===== src/rtl/uart_rx_word_if.sv =====
// Bundle of the receiver's line input, baud setting and word/status outputs.
// The receiver attaches through the slave modport; its host or bench through master.
interface uart_rx_word_if #(
   parameter int N_BYT = 4,
   parameter int W_BAU = 10
);
   logic [W_BAU-1:0]   baud;
   logic               uart_rxd;
   logic [8*N_BYT-1:0] dat;
   logic               f_rcv;
   logic               f_err;
   logic               f_bsy;

   modport master (
      output baud, uart_rxd,
      input  dat, f_rcv, f_err, f_bsy
   );

   modport slave (
      input  baud, uart_rxd,
      output dat, f_rcv, f_err, f_bsy
   );
endinterface


===== src/rtl/uart_rx_word.sv =====
// UART receiver that oversamples the line, checks framing and assembles N_BYT bytes
// (first byte most significant) into one word. Define UART_RX_TIMEOUT_EN for the inter-byte timeout.
module uart_rx_word #(
   parameter int N_BYT = 4,
   parameter int W_BAU = 10,
   parameter int N_STB = 1,
   parameter int W_TMO = 16
) (
   input logic           clk,
   input logic           rst,
   uart_rx_word_if.slave bus
);
   localparam int W_BYC = (N_BYT > 1) ? $clog2(N_BYT) : 1;
   localparam int W_STC = (N_STB > 1) ? $clog2(N_STB) : 1;
   localparam logic [W_BYC-1:0] BYT_LAST = W_BYC'(N_BYT - 1);
   localparam logic [W_STC-1:0] STB_LAST = W_STC'(N_STB - 1);

   if (N_STB < 1 || W_BAU < 3 || W_TMO < 1) begin : g_badParam
      $error("uart_rx_word: N_STB, W_BAU or W_TMO out of range");
   end

   typedef enum logic [1:0] {IDLE, START, DATA, STOP} state_t;

   state_t             r_state, w_stateNext;
   logic               r_sync1, r_sync2, r_hist;
   logic               w_fall, w_sample;
   logic [W_BAU-1:0]   r_baud, w_baudNext;
   logic [W_BAU-1:0]   r_cnt, w_cntNext;
   logic [2:0]         r_bit, w_bitNext;
   logic [W_STC-1:0]   r_stb, w_stbNext;
   logic [7:0]         r_sh, w_shNext;
   logic [W_BYC-1:0]   r_byt, w_bytNext;
   logic [8*N_BYT-1:0] r_buf, w_bufNext;
   logic [8*N_BYT-1:0] r_dat, w_datNext;
   logic               r_rcv, w_rcvNext;
   logic               r_err, w_errNext;
`ifdef UART_RX_TIMEOUT_EN
   logic [W_TMO-1:0]   r_tmo, w_tmoNext;
`endif

   assign w_fall   = !r_sync2 && r_hist;
   assign w_sample = (r_cnt == '0);

   always_ff @(posedge clk or posedge rst) begin
      if (rst) begin
         r_state <= IDLE;
         r_sync1 <= 1'b1;
         r_sync2 <= 1'b1;
         r_hist  <= 1'b1;
         r_baud  <= '0;
         r_cnt   <= '0;
         r_bit   <= '0;
         r_stb   <= '0;
         r_sh    <= '0;
         r_byt   <= '0;
         r_buf   <= '0;
         r_dat   <= '0;
         r_rcv   <= 1'b0;
         r_err   <= 1'b0;
`ifdef UART_RX_TIMEOUT_EN
         r_tmo   <= '0;
`endif
      end else begin
         r_state <= w_stateNext;
         r_sync1 <= bus.uart_rxd;
         r_sync2 <= r_sync1;
         r_hist  <= r_sync2;
         r_baud  <= w_baudNext;
         r_cnt   <= w_cntNext;
         r_bit   <= w_bitNext;
         r_stb   <= w_stbNext;
         r_sh    <= w_shNext;
         r_byt   <= w_bytNext;
         r_buf   <= w_bufNext;
         r_dat   <= w_datNext;
         r_rcv   <= w_rcvNext;
         r_err   <= w_errNext;
`ifdef UART_RX_TIMEOUT_EN
         r_tmo   <= w_tmoNext;
`endif
      end
   end

   // The counter starts at half a bit so every sample lands mid-bit; flags are registered,
   // hence f_rcv/f_err appear the cycle after the deciding sample.
   always_comb begin
      w_stateNext = r_state;
      w_baudNext  = r_baud;
      w_cntNext   = r_cnt;
      w_bitNext   = r_bit;
      w_stbNext   = r_stb;
      w_shNext    = r_sh;
      w_bytNext   = r_byt;
      w_bufNext   = r_buf;
      w_datNext   = r_dat;
      w_rcvNext   = 1'b0;
      w_errNext   = 1'b0;
`ifdef UART_RX_TIMEOUT_EN
      w_tmoNext   = r_tmo;
`endif
      if (r_state != IDLE) begin
         w_cntNext = w_sample ? (r_baud - W_BAU'(1)) : (r_cnt - W_BAU'(1));
      end
      case (r_state)
         IDLE: begin
            if (w_fall) begin
               w_stateNext = START;
               w_baudNext  = bus.baud;
               w_cntNext   = bus.baud >> 1;
            end
`ifdef UART_RX_TIMEOUT_EN
            else if (r_byt != '0) begin
               if (r_tmo == '0) begin
                  w_bytNext = '0;
                  w_errNext = 1'b1;
               end else begin
                  w_tmoNext = r_tmo - W_TMO'(1);
               end
            end
`endif
         end
         START: begin
            if (w_sample) begin
               if (!r_sync2) begin
                  w_stateNext = DATA;
                  w_bitNext   = '0;
               end else begin
                  w_stateNext = IDLE;
                  w_bytNext   = '0;
                  w_errNext   = 1'b1;
               end
            end
         end
         DATA: begin
            if (w_sample) begin
               w_shNext = {r_sync2, r_sh[7:1]};
               if (r_bit == 3'd7) begin
                  w_stateNext = STOP;
                  w_stbNext   = '0;
               end else begin
                  w_bitNext = r_bit + 3'd1;
               end
            end
         end
         STOP: begin
            if (w_sample) begin
               if (!r_sync2) begin
                  w_stateNext = IDLE;
                  w_bytNext   = '0;
                  w_errNext   = 1'b1;
               end else if (r_stb == STB_LAST) begin
                  w_stateNext = IDLE;
                  w_bufNext[8*(N_BYT-1-int'(r_byt)) +: 8] = r_sh;
                  if (r_byt == BYT_LAST) begin
                     w_datNext = w_bufNext;
                     w_rcvNext = 1'b1;
                     w_bytNext = '0;
                  end else begin
                     w_bytNext = r_byt + W_BYC'(1);
`ifdef UART_RX_TIMEOUT_EN
                     w_tmoNext = '1;
`endif
                  end
               end else begin
                  w_stbNext = r_stb + W_STC'(1);
               end
            end
         end
         default: w_stateNext = IDLE;
      endcase
   end

   assign bus.dat   = r_dat;
   assign bus.f_rcv = r_rcv;
   assign bus.f_err = r_err;
   assign bus.f_bsy = (r_state != IDLE);
endmodule


===== src/flat_wrapper.sv =====
// flat-port wrapper written by rule: the top's interface ports become plain ports
module uart_rx_word_flat 
#(
   parameter int N_BYT = 4,
   parameter int W_BAU = 10,
   parameter int N_STB = 1,
   parameter int W_TMO = 16
)
  (clk, rst, bus_baud, bus_uart_rxd, bus_dat, bus_f_rcv, bus_f_err, bus_f_bsy);
  uart_rx_word_if #(.N_BYT(N_BYT), .W_BAU(W_BAU)) bus_i ();
  input logic clk;
  input logic rst;
  input wire logic [$bits(bus_i.baud)-1:0] bus_baud;
  input wire logic [$bits(bus_i.uart_rxd)-1:0] bus_uart_rxd;
  output wire logic [$bits(bus_i.dat)-1:0] bus_dat;
  output wire logic [$bits(bus_i.f_rcv)-1:0] bus_f_rcv;
  output wire logic [$bits(bus_i.f_err)-1:0] bus_f_err;
  output wire logic [$bits(bus_i.f_bsy)-1:0] bus_f_bsy;
  assign bus_i.baud = bus_baud;
  assign bus_i.uart_rxd = bus_uart_rxd;
  assign bus_dat = bus_i.dat;
  assign bus_f_rcv = bus_i.f_rcv;
  assign bus_f_err = bus_i.f_err;
  assign bus_f_bsy = bus_i.f_bsy;
  uart_rx_word #(.N_BYT(N_BYT), .W_BAU(W_BAU), .N_STB(N_STB), .W_TMO(W_TMO)) u_core (.clk(clk), .rst(rst), .bus(bus_i));
endmodule

===== config.mk =====
export PLATFORM = sky130hd
export DESIGN_NAME = uart_rx_word_flat
export DESIGN_NICKNAME = d
export VERILOG_FILES = /design/src/rtl/uart_rx_word_if.sv /design/src/rtl/uart_rx_word.sv /design/src/flat_wrapper.sv
export SDC_FILE = /design/constraint.sdc
export NUM_CORES = 1
export LEC_CHECK = 0
export BUFFER_PORTS_ARGS = -buffer_cell sky130_fd_sc_hd__buf_2
export CAP_MARGIN = 40
export CORE_MARGIN = 2
export CORE_UTILIZATION = 40
export DETAILED_ROUTE_END_ITERATION = 16
export GPL_ROUTABILITY_DRIVEN = 1
export PLACE_DENSITY_LB_ADDON = 0.05
export SLEW_MARGIN = 20
export SYNTH_ARGS = -nofsm -noshare
export SYNTH_HDL_FRONTEND = slang
export SYNTH_SLANG_ARGS = --single-unit

===== constraint.sdc =====
create_clock -name clk -period 3.2 [get_ports clk]
set_input_delay 0.16 -clock clk [delete_from_list [all_inputs] [get_ports clk]]
set_output_delay 0.16 -clock clk [all_outputs]
set_load 0.005 [all_outputs]

[After elaboration in Yosys (flattened, before gate mapping)]
Cells that the tools add are included.
Widths: inputs -> output; s select.
Storage, ports and cells
  register bits after elaboration: 105
  input port bits: 13
  output and inout port bits: 35
Operators by class
  $add $sub $neg: 7
  equality and inequality tests: 15
  shifts and indexed selects: 2
  mux-type cells: 42
  bitwise gates (word level): 1
  reductions and logical operators: 16
Operators by type and width (count)
  $mux 10: 4
  $neg 32->33: 1
  $shift 8x33->32 const A: 1
  $shiftx 8x33->32: 1
  $bwmux 32: 1
  $mux 2: 14
  $reduce_and 5->1: 4
  $sub 10x1->10 const B: 2
  $mux 1: 14
  $ne 2x1->1 const B: 7
  $mux 3: 4
  $logic_not 10->1: 1
  $pmux 2 s4: 1
  $reduce_bool 2->1: 4
  $eq 2x2->1 const B: 3
  $pmux 3 s2: 1
  $reduce_and 6->1: 1
  $ne 2x2->1 const B: 2
  $pmux 1 s2: 2
  $pmux 2 s2: 1
  $reduce_and 2->1: 2
  $reduce_and 4->1: 1
  $add 3x1->3 const B: 1
  $eq 3x3->1 const B: 1
  other kinds (9): 9

[Depth between registers and ports, before layout]
Gate-level depths: netlist (run 1).
  word-level depth: 6
  depth in mapped cells: 10

[Worst setup path after synthesis (run 1)]
No wires, ideal clock.
  path type: register to register
  start: register u_core.r_cnt[6]
  end: register u_core.r_cnt[8]
  arrival time: 2399 ps
  required time: 3105 ps
  setup slack: 705 ps
  stages on the path, launching flop included: 11
  buffers on the path: 2
  clock period less this slack: 2495 ps
  path through: dfrtp_1 > buf_2 > or4_4 > nor3_2 > a21oi_1 > ha_1 > or3b_2 > buf_1 > nor4_1 > and4_1 > o31ai_1
On the way
  longest elaborated chain between the ends: 5
  elaborated cells on any way between the ends: 6
  classes of those cells: 1 x add/sub; 4 x mux; 1 x reduce/logical
RTL lines
  start: declaration: line uart_rx_word.sv:28  | logic [W_BAU-1:0] r_cnt, w_cntNext;
  start signal: assignment: line uart_rx_word.sv:69  | r_cnt <= w_cntNext;
  $sub 10x1->10 / $logic_not 10->1 (equally long branches): line uart_rx_word.sv:102, uart_rx_word.sv:42
  $mux 10 *: line uart_rx_word.sv:102  | w_cntNext = w_sample ? (r_baud - W_BAU'(1)) : (r_cnt - W_BAU'(1));
  $mux 10 *: line uart_rx_word.sv:101  | if (r_state != IDLE) begin
  $mux 10: line uart_rx_word.sv:106  | if (w_fall) begin
  $mux 10 *: line uart_rx_word.sv:104  | case (r_state)
  net u_core.w_cntNext[8]: line uart_rx_word.sv:28
Mark *: on every way through the listed nets, which the timed path passes. The rest lies on a longest branch.
A chain may end at the register's enable or synchronous reset.

[Worst setup path in the final report (run 1)]
  start: register u_core.r_cnt[2]
  end: register u_core.r_cnt[8]
The elaborated chain is that of the path after synthesis.

==> results of run 1 <==
==> worst min path at each step <==
| stage | startpoint | to | slack (ns) |
|---|---|---|---|
| final | bus_baud[4] | u_core.r_baud[4] | 0.03 |
| after global routing | bus_baud[0] | u_core.r_baud[0] | 0.05 |
| after global placement | bus_uart_rxd | u_core.r_sync1 | 0.27 |
| after floorplan | bus_uart_rxd | u_core.r_sync1 | 0.16 |
| after detailed placement | bus_uart_rxd | u_core.r_sync1 | 0.27 |
| after CTS | bus_baud[4] | u_core.r_baud[4] | 0.02 |
==> critical path, cell delays in order (launching register included) <==
cell     delay (ns)
dfrtp_1        0.43
or4_4          0.57
nor3_2         0.42
a21oi_1        0.16
ha_1           0.23
or3b_2         0.26
nor4_1         0.08
and4_1         0.20
o31ai_1        0.18
==> cell usage in the layout (no fill, tap or decap), drive strengths merged, types with 2 or more instances in the layout <==
| cell type | n |
|---|---|
| dfrtp | 101 |
| buf | 58 |
| a21oi | 38 |
| mux2 | 30 |
| a22o | 26 |
| nand2 | 20 |
| nor2b | 19 |
| o21ai | 19 |
| clkbuf | 14 |
| nor2 | 13 |
| inv | 13 |
| a31oi | 10 |
| nand2b | 9 |
| nand4b | 8 |
| a31o | 8 |
| ha | 8 |
| a21boi | 8 |
| nor4 | 6 |
| and2 | 4 |
| o31ai | 4 |
| nor3 | 4 |
| or4 | 4 |
| nand3 | 3 |
| a311oi | 3 |
| a41oi | 3 |
| and3 | 3 |
| dfstp | 3 |
| nand4 | 3 |
| a41o | 2 |
| and4 | 2 |
| o31a | 2 |
| or3 | 2 |
| a211o | 2 |
| dlygate4sd3 | 2 |
| clkinv | 2 |
==> final cells by class <==
type | instances | area (sq um)
fillers | 1132 | 6390
repair buffers | 60 | 363
clock buffers | 14 | 274
well taps | 147 | 184
inverters | 14 | 55.1
clock inverters | 2 | 12.5
flip-flops and latches | 104 | 2610
multi-input cells | 279 | 2020
==> power groups by stage <==
stage	combinational (mW)	sequential [mW]	clock (mW)
2_1_floorplan	0.513	1.58	0
3_3_place_gp	0.621	1.65	0
3_5_place_dp	0.626	1.65	0
4_1_cts	0.629	1.63	1.09
5_1_grt	0.699	1.66	1.14
6_report	0.627	1.63	1.07
==> flip-flops by register name, indices dropped and copies added (netlist names), 2 cells and up, named ones only <==
name and cells:
u_core.r_buf 32, u_core.bus.dat 32, u_core.r_cnt 10, u_core.r_sh 8
u_core.r_byt 2, u_core.r_bit 3, u_core.r_baud 10
==> logic make-up after synthesis <==
kind of cell | after synthesis | share of synthesized area, %
AO/OA/AOI/OAI | 135 | 19.3
AND/OR/NAND/NOR | 104 | 13.3
flip-flops | 104 | 54.0
buffers and inverters | 42 | 3.97
multiplexers | 30 | 7.01
adder cells (fa/ha/maj) | 8 | 2.08
XOR/XNOR | 2 | 0.363
==> routing by layer <==
metal	wire, um	GRT usage, %
met1	4930	22.4
met2	5200	29.5
met3	316	2.76
met4	218	7.89
met5	0	0
==> timing repair <==
| action | 4_1_cts | 5_1_grt |
|---|---|---|
| gates resized for setup | 0 | 0 |
| endpoints found under the hold margin | 58 | 0 |
| hold buffers | 2 | 0 |
| buffers inserted | 0 | 0 |
==> impl_metrics.env, run 1 <==
export IMPL_die_w_um=114
export IMPL_p_per_area_mw_per_mm2=603
export IMPL_grt_overflow_total=0
export IMPL_required_ns=3.46
export IMPL_drc=0
export IMPL_p_switching_mw=1.00
export IMPL_min_path_cells=3
export IMPL_max_freq_mhz=381
export IMPL_ys_top_cells_by_count="dfrtp_1 (101), a21oi_1 (38), mux2_2 (27)"
export IMPL_ant_nets=0
export IMPL_synthTopCellsByArea="dfrtp_1 (52%), mux2_2 (6.3%), a22o_1 (4.7%)"
export IMPL_switching_share_pct=30.2
export IMPL_ff2ff_path_depth=8
export IMPL_dieArea_sq_mm=0.0129
export IMPL_port_buffers=47
export IMPL_start_util_pct=40.5
export IMPL_ys_flop_type="dfrtp_1"
export IMPL_rr_endpoint="u_core.r_cnt[8]"
export IMPL_seqPwrFrac_pct=49.1
export IMPL_async_flop_share_pct=100
export IMPL_area_growth_pct=14.5
export IMPL_crit_start="u_core.r_cnt[2]"
export IMPL_finalHoldViolations=0
export IMPL_finalSetupViolCount=0
export IMPL_drtIter0Drc=145
export IMPL_rows=40
export IMPL_grt_use_total_pct=17.5
export IMPL_drv_slew=0
export IMPL_p_comb_share_pct=18.9
export IMPL_place_ws_ns=0.585
export IMPL_syn_area_sq_mm=0.00482
export IMPL_fp_dieH_um=114
export IMPL_grt_pass1_vias=3455
export IMPL_vias_per_cell=5.53
export IMPL_synth_edf_count=0
export IMPL_clkSlewWorstSetupHoldPaths_ns=0.07
export IMPL_wirelength_mm=10.7
export IMPL_drt_first_pass_iters=4
export IMPL_yosys_warnings=0
export IMPL_skew_ns=0.00691
export IMPL_p_int_mw=2.32
export IMPL_worst_setup_path_start_kind="flop"
export IMPL_clockRootBuffer="clkbuf_16"
export IMPL_cts_tree="yes"
export IMPL_min_path_type="input port to flop"
export IMPL_final_util_pct=46.3
export IMPL_dp_cells=601
export IMPL_ioPinCount=48
export IMPL_grt_setup_unrepaired="no"
export IMPL_relSlewSlack_pct=47.6
export IMPL_synth_distinct_cells=61
export IMPL_post_route_cells_drive_above_1_share_pct=23.7
export IMPL_antenna_found_initial=0
export IMPL_yosysTopAreaCell="dfrtp_1"
export IMPL_crit_path_end_kind="flop"
export IMPL_num_vias=3430
export IMPL_path_max_fanout=7
export IMPL_htree_levels=3
export IMPL_grt_max_degree=62
export IMPL_synth_most_common_cell="dfrtp_1"
export IMPL_syn_nets=446
export IMPL_drv_cap=0
export IMPL_r2r_start="u_core.r_cnt[2]"
export IMPL_syn_inst=425
export IMPL_final_area_sq_mm=0.00552
export IMPL_peakVddDrop_uv=306
export IMPL_setup_ws_ns=0.575
export IMPL_whs_ns=0.0293
export IMPL_worst_r2r_setup_slack_ns=0.58
export IMPL_crit_path_end="u_core.r_cnt[8]"
export IMPL_antenna_cells=0
export IMPL_min_period_ns=2.62
export IMPL_fin_crit_sh_pct=82.0
export IMPL_clock_power_share_pct=32.0
export IMPL_hpwl_mm=7.12
export IMPL_cts_buffers=9
export IMPL_worst_pin_slew_ns=0.783
export IMPL_path_class="flop to flop"
export IMPL_dpl_cell_area_sq_mm=0.00519
export IMPL_cts_sinks=104
export IMPL_layoutNonFillerInstCount=620
export IMPL_gp_congestion=0.785
export IMPL_core_area_sq_mm=0.0119
export IMPL_leakagePower_nw=2.62
export IMPL_yosysSeqAreaShare_pct=54.0
export IMPL_outcome="finished, final reports clean"
export IMPL_critPathArrivalTime_ns=2.88
export IMPL_ys_ff_latch=104
export IMPL_avgSynthCellArea_sq_um=11.3
export IMPL_tns_ns=0
export IMPL_power_total_mw=3.33
export IMPL_fin_nets=489
export IMPL_grt_pass1_wl_mm=17.7
export IMPL_insertion_delay_ns=0.35
export IMPL_netlist_area_leader_share_pct=52.4
export IMPL_wl_per_cell_um=17.2
export IMPL_clock_path_buffers=2
Power figures use the tool's default switching activity.
==> inputs of run 2 (changes only) <==
Clock period 3.2 ns to 2.6 ns, I/O delays scaled along.
==> run 2 against run 1 <==
First-iteration DRC count up 23%. Hold slack worse by 0.014 ns. Non-clock buffer count rose by 4. Sequential cell count stayed put. Sequential power grew 23%.
==> impl_metrics.env, run 2 (same netlist as run 1, synthesis figures left out) <==
export IMPL_layoutNonFillerInstCount=622
export IMPL_antenna_found_initial=0
export IMPL_setup_ws_ns=0.175
export IMPL_antenna_cells=0
export IMPL_required_ns=2.86
export IMPL_min_period_ns=2.43
export IMPL_relSlewSlack_pct=52.4
export IMPL_worst_setup_path_start_kind="flop"
export IMPL_tns_ns=0
export IMPL_port_buffers=47
export IMPL_gp_congestion=0.786
export IMPL_final_util_pct=47.0
export IMPL_vias_per_cell=5.59
export IMPL_drtIter0Drc=178
export IMPL_multi_input_area_sq_mm=0.00203
export IMPL_wirelength_mm=10.7
export IMPL_whs_ns=0.0155
export IMPL_r2r_start="u_core.r_cnt[2]"
export IMPL_rows=40
export IMPL_htree_levels=3
export IMPL_path_max_fanout=6
export IMPL_final_area_sq_mm=0.00559
export IMPL_fillCellCount=1130
export IMPL_die_w_um=114
export IMPL_leakagePower_nw=2.66
export IMPL_clkSlewWorstSetupHoldPaths_ns=0.06
export IMPL_drc=0
export IMPL_path_class="flop to flop"
export IMPL_fin_crit_sh_pct=93.3
export IMPL_start_util_pct=40.5
export IMPL_skew_ns=0.0137
export IMPL_final_seq_area_sq_mm=0.00261
export IMPL_dpl_cell_area_sq_mm=0.00523
export IMPL_drt_first_pass_iters=5
export IMPL_critPathArrivalTime_ns=2.68
export IMPL_core_area_sq_mm=0.0119
export IMPL_insertion_delay_ns=0.36
export IMPL_p_per_area_mw_per_mm2=777
export IMPL_postCtsSetupRepairBufs=0
export IMPL_hpwl_mm=7.05
export IMPL_drv_slew=0
export IMPL_grt_max_degree=105
export IMPL_wl_per_cell_um=17.2
export IMPL_peakVddDrop_uv=585
export IMPL_area_growth_pct=16.0
export IMPL_min_path_type="input port to flop"
export IMPL_fp_dieH_um=114
export IMPL_crit_start="u_core.r_cnt[2]"
export IMPL_grt_overflow_total=0
export IMPL_ant_nets=0
export IMPL_finalHoldViolations=0
export IMPL_max_freq_mhz=412
export IMPL_cts_tree="yes"
export IMPL_worst_pin_slew_ns=0.713
export IMPL_hp_start="bus_baud[0]"
export IMPL_clockRootBuffer="clkbuf_16"
export IMPL_post_route_cells_drive_above_1_share_pct=24.2
export IMPL_cts_sinks=104
export IMPL_fin_nets=493
export IMPL_mostFrequentLayoutCells="dfrtp_1 (101), buf_2 (48), a21oi_1 (38)"
export IMPL_num_vias=3480
export IMPL_grt_use_total_pct=17.5
export IMPL_finalSetupViolCount=0
export IMPL_drv_cap=0
export IMPL_final_common_cell="dfrtp_1"
export IMPL_grt_pass1_vias=3419
export IMPL_cts_buffers=9
export IMPL_power_total_mw=4.35
export IMPL_crit_path_end_kind="flop"
export IMPL_grt_pass1_wl_mm=17.7
export IMPL_ioPinCount=48
export IMPL_outcome="finished, final reports clean"
export IMPL_clock_path_buffers=2
export IMPL_dieArea_sq_mm=0.0129
export IMPL_grt_setup_unrepaired="no"
export IMPL_place_ws_ns=0.165
export IMPL_dp_cells=605
-- run 2: layer usage --
layer  share of wire (%)  track usage (%)  routed length (um)
met5                   0                0                   0
met4                 1.0             5.61                 108
met3                 3.9             4.99                 416
met2                  49             29.0                5280
met1                  46             22.4                4920
-- run 2: path summary, 6_finish.rpt --
kind | slack [ns] | to | cells after the start
max | 0.17 | u_core.r_cnt[8] | 8
min | 0.02 | u_core.r_baud[0] | 2
max reg2reg | 0.17 | u_core.r_cnt[8] | 8
min reg2reg | 0.36 | u_core.r_sync2 | 0
max in group asynchronous | 1.70 | u_core.r_hist | 4
min in group asynchronous | 0.48 | u_core.bus.dat[24] | 4
-- run 2: final cells by class --
type                            instances  share of cell area (%)
Clock buffer                           10                    4.09
Timing Repair Buffer                   64                    7.02
Multi-Input combinational cell        279                    36.3
Tap cell                              147                    3.29
Sequential cell                       104                    46.6
Clock inverter                          4                    1.70
Inverter                               14                    1.01
-- run 2: power breakdown --
part | switching, mW | internal (mW)
Sequential | 0.214 | 1.79
Clock | 0.568 | 0.928
Combinational | 0.476 | 0.377
-- run 2: what timing repair did --
item,in CTS,in global routing
setup endpoints to repair,0,1
hold buffers,3,0
resized for setup,0,1
endpoints found under the hold margin,104,0
-- run 2: worst max-delay path, stage by stage (launching register included) --
cell and delay, ns:
dfrtp_1 0.43, or4_4 0.58, nor3_2 0.27, a21oi_1 0.14, ha_1 0.23, or3b_2 0.27, nor4_2 0.06, and4_1 0.18
o31ai_1 0.18
